### src/rtl/freq_gate_ctrl.sv
// ---------------------------------------------------------------------------
// freq_gate_ctrl
//   Measurement sequencer for the frequency meter. Derives a 1 us timebase
//   strobe from clk, then repeatedly clears the BCD edge counter, opens the
//   count gate for a whole number of timebase ticks, and latches the result.
//   Optional auto-ranging steers the gate length from overflow / top-digit
//   feedback. Results are offered to the display with a valid/ack handshake.
//
// Ports
//   clk, rst        system clock, synchronous active-high reset
//   n10_50          clock select: 1 = 50 MHz (DIV_50), 0 = 10 MHz (DIV_10)
//   gate_sel[1:0]   manual gate range, used when auto_range = 0
//   auto_range      1 = range chosen from carry_in / msd_zero feedback
//   single          1 = one measurement per start pulse, 0 = free-running
//   start           measurement trigger, honoured only in IDLE
//   carry_in        BCD counter overflow pulse (counted during the gate only)
//   msd_zero        BCD counter top digit is zero (level)
//   result_ack      display has consumed the latched result
//   tick_1us        1-cycle timebase strobe
//   gate_en         edge-count enable to the BCD counter
//   ctr_clr         1-cycle clear to the BCD counter
//   latch           1-cycle latch strobe to the BCD counter
//   range[1:0]      range of the latched result
//   overrange       overflow seen during the latched gate
//   result_valid    latched result not yet acknowledged
//   overrun         sticky: a result was latched over an unacknowledged one
//   busy            sequencer is not idle
// ---------------------------------------------------------------------------
module freq_gate_ctrl #(
    parameter int unsigned DIV_50  = 50,
    parameter int unsigned DIV_10  = 10,
    parameter int unsigned G0      = 10_000,
    parameter int unsigned G1      = 100_000,
    parameter int unsigned G2      = 1_000_000,
    parameter int unsigned G3      = 10_000_000,
    parameter int unsigned DEAD_US = 2
) (
    input  logic       clk,
    input  logic       rst,
    input  logic       n10_50,
    input  logic [1:0] gate_sel,
    input  logic       auto_range,
    input  logic       single,
    input  logic       start,
    input  logic       carry_in,
    input  logic       msd_zero,
    input  logic       result_ack,
    output logic       tick_1us,
    output logic       gate_en,
    output logic       ctr_clr,
    output logic       latch,
    output logic [1:0] range,
    output logic       overrange,
    output logic       result_valid,
    output logic       overrun,
    output logic       busy
);

    localparam int unsigned DIV_MAX = (DIV_50 > DIV_10) ? DIV_50 : DIV_10;
    localparam int unsigned PW      = $clog2(DIV_MAX + 1);
    localparam int unsigned G01     = (G0 > G1) ? G0 : G1;
    localparam int unsigned G23     = (G2 > G3) ? G2 : G3;
    localparam int unsigned GMAX    = (G01 > G23) ? G01 : G23;
    localparam int unsigned CMAX    = (GMAX > DEAD_US) ? GMAX : DEAD_US;
    localparam int unsigned TW      = $clog2(CMAX + 1);

    typedef enum logic [2:0] {
        S_IDLE,
        S_CLEAR,
        S_ARM,
        S_GATE,
        S_LATCH,
        S_DEAD
    } state_t;

    state_t          r_state;
    logic [PW-1:0]   r_presc;
    logic [1:0]      r_cur;
    logic            r_auto;
    logic            r_ov;
    logic [TW-1:0]   r_tcnt;

    logic [PW-1:0]   w_div_m1;
    logic [PW-1:0]   w_presc_nxt;
    logic [TW-1:0]   w_glen_m1;

    // ----------------------------------------------------------------------
    // Timebase prescaler. The >= compare lets a switch to the shorter
    // divider wrap immediately instead of running past the new terminal.
    // The strobe is registered from the next count so it is high exactly
    // while the count sits at DIV-1.
    // ----------------------------------------------------------------------
    always_comb begin
        w_div_m1    = n10_50 ? PW'(DIV_50 - 1) : PW'(DIV_10 - 1);
        w_presc_nxt = (r_presc >= w_div_m1) ? '0 : r_presc + PW'(1);
    end

    always_ff @(posedge clk) begin
        if (rst) begin
            r_presc  <= '0;
            tick_1us <= 1'b0;
        end else begin
            r_presc  <= w_presc_nxt;
            tick_1us <= (w_presc_nxt == w_div_m1);
        end
    end

    always_comb begin
        w_glen_m1 = TW'(G0 - 1);
        case (r_cur)
            2'd0: w_glen_m1 = TW'(G0 - 1);
            2'd1: w_glen_m1 = TW'(G1 - 1);
            2'd2: w_glen_m1 = TW'(G2 - 1);
            2'd3: w_glen_m1 = TW'(G3 - 1);
            default: w_glen_m1 = TW'(G0 - 1);
        endcase
    end

    // ----------------------------------------------------------------------
    // Sequencer. Strobe/level outputs are set on the edge that enters the
    // corresponding state, so they are high exactly while in that state.
    // Result fields are written by the LATCH state and appear one cycle
    // after the latch strobe; an ack in the latch cycle therefore loses to
    // the new result.
    // ----------------------------------------------------------------------
    always_ff @(posedge clk) begin
        if (rst) begin
            r_state      <= S_IDLE;
            r_cur        <= 2'd2;
            r_auto       <= 1'b0;
            r_ov         <= 1'b0;
            r_tcnt       <= '0;
            gate_en      <= 1'b0;
            ctr_clr      <= 1'b0;
            latch        <= 1'b0;
            range        <= 2'd0;
            overrange    <= 1'b0;
            result_valid <= 1'b0;
            overrun      <= 1'b0;
            busy         <= 1'b0;
        end else begin
            ctr_clr <= 1'b0;
            latch   <= 1'b0;

            if (result_ack) begin
                result_valid <= 1'b0;
                overrun      <= 1'b0;
            end

            case (r_state)
                S_IDLE: begin
                    if (!single || start) begin
                        r_state <= S_CLEAR;
                        ctr_clr <= 1'b1;
                        busy    <= 1'b1;
                    end
                end
                S_CLEAR: begin
                    r_state <= S_ARM;
                    if (!auto_range) begin
                        r_cur <= gate_sel;
                    end
                    r_auto <= auto_range;
                    r_tcnt <= '0;
                    r_ov   <= 1'b0;
                end
                S_ARM: begin
                    if (tick_1us) begin
                        r_state <= S_GATE;
                        gate_en <= 1'b1;
                    end
                end
                S_GATE: begin
                    r_ov <= r_ov | carry_in;
                    if (tick_1us) begin
                        if (r_tcnt == w_glen_m1) begin
                            r_state <= S_LATCH;
                            gate_en <= 1'b0;
                            latch   <= 1'b1;
                        end else begin
                            r_tcnt <= r_tcnt + TW'(1);
                        end
                    end
                end
                S_LATCH: begin
                    r_state      <= S_DEAD;
                    r_tcnt       <= '0;
                    range        <= r_cur;
                    overrange    <= r_ov;
                    result_valid <= 1'b1;
                    // An ack arriving with the latch consumes the old result,
                    // so it is not counted as overrun.
                    if (result_valid && !result_ack) begin
                        overrun <= 1'b1;
                    end
                    if (r_auto) begin
                        if (r_ov && (r_cur != 2'd0)) begin
                            r_cur <= r_cur - 2'd1;
                        end else if (msd_zero && (r_cur != 2'd3)) begin
                            r_cur <= r_cur + 2'd1;
                        end
                    end
                end
                S_DEAD: begin
                    if (tick_1us) begin
                        if (r_tcnt == TW'(DEAD_US - 1)) begin
                            r_state <= S_IDLE;
                            busy    <= 1'b0;
                        end else begin
                            r_tcnt <= r_tcnt + TW'(1);
                        end
                    end
                end
                default: begin
                    r_state <= S_IDLE;
                    busy    <= 1'b0;
                    gate_en <= 1'b0;
                end
            endcase
        end
    end

endmodule

### config.mk
export PLATFORM = sky130hd
export DESIGN_NAME = freq_gate_ctrl
export DESIGN_NICKNAME = d
export VERILOG_FILES = /design/src/rtl/freq_gate_ctrl.sv
export SDC_FILE = /design/constraint.sdc
export NUM_CORES = 1
export LEC_CHECK = 0
export ABC_AREA = 1
export ABC_CLOCK_PERIOD_IN_PS = 5750
export CAP_MARGIN = 20
export CORE_UTILIZATION = 45
export DETAILED_ROUTE_END_ITERATION = 10
export PLACE_DENSITY_LB_ADDON = 0.08
export SLEW_MARGIN = 0
export SYNTH_ARGS = -nofsm -noshare
export SYNTH_HDL_FRONTEND = slang
export SYNTH_SLANG_ARGS = --single-unit
### constraint.sdc
create_clock -name clk -period 5.75 [get_ports clk]
set_clock_uncertainty 0.2 [all_clocks]
set_input_delay 1.15 -clock clk [delete_from_list [all_inputs] [get_ports clk]]
set_output_delay 1.15 -clock clk [all_outputs]
set_load 0.005 [all_outputs]
======== After elaboration in Yosys (flattened, before gate mapping) ========
Index checks and enable logic that the tools add are counted.
storage, ports and cells
  flip-flop bits (word level) ............. 47
  word-level logic and storage cells ...... 108
  output and inout bits ................... 10
  bits of input ports ..................... 11
cells by class
  bitwise logic cells ..................... 6
  add/sub/neg operators ................... 4
  magnitude comparators ................... 1
  equal/unequal tests ..................... 23
  muxes and demuxes ....................... 36
  reductions and logical operators ........ 23
operator list
  kind                                                                    number
  24-bit two-way mux                                                      4
  24-bit one-hot mux with 4 select lines                                  1
  24-bit one-hot mux with 3 select lines                                  1
  24-bit by 1-bit adder with 24-bit output, second input constant         1
  24-bit by 1-bit equality test with 1-bit output, second input constant  1
  24-bit equality test                                                    1
  2-bit != test, second input constant                                    11
  3-bit two-way mux                                                       6
  3-bit one-hot mux with 6 select lines                                   1
  1-bit two-way mux                                                       13
  6-bit two-way mux                                                       2
  4-bit AND reduction                                                     3
  2-bit two-way mux                                                       4
  2-bit nonzero test                                                      4
  4-bit OR reduction                                                      2
  6-bit by 1-bit adder with 6-bit output, second input constant           1
  3-bit by 2-bit equality test with 1-bit output, second input constant   2
  3-bit equality test, second input constant                              2
  6-bit equality test                                                     1
  6-bit >= comparator                                                     1
  1-bit one-hot mux with 3 select lines                                   2
  6-bit AND reduction                                                     1
  1-bit inverter                                                          5
  5-bit AND reduction                                                     1
  17 further kinds                                                        22

======== Depth between registers and ports, before layout ========
  depth in word-level cells ............... 6
  depth in mapped cells ................... 14
  gate-level depth less buffers ........... 14

======== Worst setup path after synthesis ========
OpenSTA, ideal clock, no wires.
  kind .................................... input-to-reg
  start ................................... input n10_50
  end ..................................... register r_presc[1]
  stages on the path ...................... 7
  path slack .............................. 3.351 ns
  required time ........................... 5.485 ns
  library setup time ...................... 0.065 ns
  buffers on the path ..................... 0
  arrival time ............................ 2.134 ns
  cell sequence ........................... inv_1 > ha_1 > nand2_1 > nor2_1 > nor4_1 > inv_1 > nor2_1
on the way
  longest elaborated chain between the ends .. 3
ends and longest elaborated chain
  what                  RTL line  source
  from (decl)           40        input logic n10_50,
  6-bit two-way mux     94        w_div_m1 = n10_50 ? PW'(DIV_50 - 1) : PW'(DIV_10 - 1);
  6-bit >= comparator   95        w_presc_nxt = (r_presc >= w_div_m1) ? '0 : r_presc + PW'(1);
  6-bit two-way mux     95
  to (signal assigned)  103       r_presc <= w_presc_nxt;
  to (decl)             77        logic [PW-1:0] r_presc;
Every way passes these cells.
A chain may end at the register's enable or synchronous reset.

======== Worst setup path in the final report ========
  start ................................... input n10_50
  end ..................................... register r_presc[3]
The elaborated chain is that of the path after synthesis.

==> impl_metrics.py <==
metrics = {
    "pwr": {
        "swShare": 0.4706,
        "power.leakage_nw": 1.443,
        "clkPwrFrac": 0.170,
        "internal_power_mw": 0.6726,
        "ir_worst_vdd_v": 0.0003230,
        "p_sw_mw": 0.5980,
        "pwr-share-comb": 0.483,
        "power_density_nw_per_um2": 353.0,
        "seqPwrFrac": 0.347,
    },
    "synth": {
        "synth-seq-cells": 47,
        "syn-cell-area_sq_um": 3273,
        "avgSynthCellArea_sq_um": 5.984,
        "ys_top_cells_by_area": "dfxtp_1 29%, nand2_1 17%, nor2_1 13%",
        "yosys.area.top_type": "dfxtp_1",
        "syn_inst": 547,
        "dominantRegCellSynth": "dfxtp_1",
        "synth_seq_area_share": 0.2875,
        "ys_types": 39,
        "synth_edf_count": 0,
        "yosys.area.top_type_share": 0.2875,
        "async_flop_share": 0,
        "synth.net_count": 571,
        "synth_warnings": 0,
    },
    "floorplanning": {
        "rows": 30,
        "initial_core_util": 0.4739,
        "dieArea_sq_um": 7619,
        "core_sq_um": 6907,
        "ios": 21,
        "die_y_um": 87.29,
        "die_w_um": 87.29,
    },
    "timing": {
        "slew_headroom": 0.3865,
        "setup_viol": 0,
        "timing.final.crit_share": 0.4913,
        "timing.fmax_mhz": 354.0,
        "hold_viol": 0,
        "setup-tns-final_ns": 0,
        "drv_slew": 0,
        "tightest_slew_ns": 0.9173,
        "period_needed_ns": 2.825,
        "rsz0062_at_grt": "false",
    },
    "setup_path": {
        "cp.required_ns": 5.81,
        "cpLargestDelayFamily": "buffers and inverters",
        "path_class": "input pin to flip-flop",
        "path_cells": "clkdlybuf4s50_1 -> inv_1 -> ha_1 -> nand2_1 -> nor2_1 -> nor4_1 -> inv_1 -> nor2_1",
        "worstPathMaxFanout": 4,
        "crit_path_max_incr_delay_ns": 0.51,
        "timing.critical_path.buf_inv": 3,
        "arrival_ns": 2.89,
        "cp_slowest_cell": "clkdlybuf4s50_1",
        "end_kind": "flip-flop",
        "critPathLaunchType": "input pin",
    },
    "clock_tree": {
        "cts-hold-fix-buffers": 0,
        "cts_sinks": 47,
        "cts_root_buf": "clkbuf_8",
        "cts.path.max_buffers": 2,
        "ctsResizeCount": 0,
        "clock_latency_ns": 0.31,
        "htreeDepth": 2,
        "post_cts_buffers": 0,
        "path_clk_slew_ns": 0.10,
        "cts_made_buffers": 5,
        "tritoncts": "yes",
    },
    "outcome": {
        "status": "complete, no violations",
    },
    "cells_and_area": {
        "multi_input_area_sq_um": 2001,
        "antennaDiodeCount": 0,
        "final_net_count": 582,
        "layout-drive-gt1-share": 0.04651,
        "fin_area_sq_um": 3600,
        "seq_area_sq_um": 940.9,
        "synthToLayoutAreaGrowth_pct": 9.977,
        "nFillCells": 770,
    },
    "job": {
        "maxCapViolations": 0,
    },
    "global_route": {
        "grtUsageTotal": 0.2266,
        "grt_pass1_wl_um": 13720,
        "grt_overflow": 0,
        "first_global_vias": 3074,
        "grt_max_degree": 30,
        "antenna_found_initial": 0,
    },
    "route": {
        "via_count": 3311,
        "routed_wl_um": 8101,
        "first_pass_iters": 4,
        "viasPerCell": 5.055,
        "wl_per_cell_um": 12.37,
        "drc": 0,
        "detail-route-antenna-nets": 0,
        "drt_iter0_markers": 166,
    },
    "worst_hold_path": {
        "hold_path_class": "flip-flop to flip-flop",
    },
    "placed_design": {
        "dpl_cell_area_sq_um": 3506,
        "gp_congestion": 0.8969,
        "io_buffers": 20,
        "dp_hpwl_um": 6003,
    },
}
[per-stage QoR]
| stage | instances | power [mW] | utilization | hold WS (ns) | setup WS [ns] |
|---|---|---|---|---|---|
| 3_5_place_dp | 647 | 1.057 | 0.5076 | 0.2600 | 2.627 |
| 4_1_cts | 655 | 1.277 | 0.5212 | 0.2744 | 2.960 |
| 6_report | 655 | 1.271 | 0.5212 | 0.2691 | 2.925 |
| 2_1_floorplan | 547 | 0.9262 | - | 0.2409 | 3.351 |
| 5_1_grt | 655 | 1.382 | 0.5212 | 0.2916 | 2.718 |
| 3_3_place_gp | 647 | 1.047 | 0.5076 | 0.2498 | 2.697 |
[placed cells by master, fill, tap and decap left out, types with 2 or more instances in the layout]
cell type,instances
nand3_1,42
inv_2,4
clkdlybuf4s50_1,20
dfxtp_1,47
inv_6,2
nand2_2,2
nor3_1,10
o21ai_0,18
ha_1,13
buf_4,2
clkbuf_8,5
a21oi_1,34
nor2_1,116
nand4_1,3
xor2_1,9
xnor2_1,2
inv_1,57
nand2_1,152
[cell families after synthesis]
logic type,count (synthesis),share of synthesized area
AOI/OAI and AO/OA,60,0.09901
xor gates and xnor gates,11,0.02944
adders and majority gates,13,0.04970
buffers and inverters,79,0.1013
DFF,47,0.2875
and+or+nand+nor,337,0.4331
[worst paths after layout]
path	cells past startpoint	start	end	slack (ns)
worst max-delay path	8	n10_50	r_presc[3]	2.93
worst min-delay path	2	r_auto	r_auto	0.27
worst max register to register	10	r_tcnt[0]	r_tcnt[8]	2.95
worst min register to register	2	r_auto	r_auto	0.27
[power by group through the flow]
| stage | Sequential [mW] | Clock, mW | Combinational [mW] |
|---|---|---|---|
| 2_1_floorplan | 0.429 | 0 | 0.497 |
| 3_3_place_gp | 0.445 | 0 | 0.602 |
| 3_5_place_dp | 0.447 | 0 | 0.610 |
| 4_1_cts | 0.439 | 0.224 | 0.613 |
| 5_1_grt | 0.449 | 0.234 | 0.699 |
| 6_report | 0.441 | 0.217 | 0.613 |
[metal layers]
layer	global-route usage	routed length, um	vias up
met4	0.07452	139	0
met1	0.2880	3799	1496
met5	0	0	-
met3	0.03412	324	11
met2	0.3906	3838	68
li1	-	-	1736
[synthesized netlist by cell type, types with 2 or more instances]
master,count
nand2_1,152
nor2_1,116
inv_1,57
dfxtp_1,47
nand3_1,42
a21oi_1,34
o21ai_0,18
ha_1,13
buf_2,10
nor3_1,10
xor2_1,9
inv_2,4
clkbuf_1,3
nand4_1,3
buf_4,2
buf_6,2
nand2_2,2
xnor2_1,2
[cell type report]
cell class / instances / share of cell area
multi-input combinational: 421 / 0.5558
sequential: 47 / 0.2614
inverter: 61 / 0.06361
timing repair buffer: 22 / 0.05978
tap: 96 / 0.03337
clock buffer: 5 / 0.01912
clock inverter: 3 / 0.006952
[flip-flops by register name, indices dropped and copies added (netlist names)]
register and flops:
r_tcnt 24, r_presc 6, r_state 3, r_cur 2, range 2, busy 1
ctr_clr 1, gate_en 1, latch 1, overrange 1, overrun 1, r_auto 1
r_ov 1, result_valid 1, tick_1us 1
[worst reg2reg max path, cell delays in order, from the launching register on]
cell and delay (ns):
dfxtp_1 0.48, ha_1 0.38, nand3_2 0.19, a21oi_2 0.14, nand2_1 0.09, nor2_4 0.15
nand4_4 0.36, nand2_4 0.42, inv_1 0.13, nor2_1 0.11, nor2_1 0.05
(Power assumes the default switching activity.)
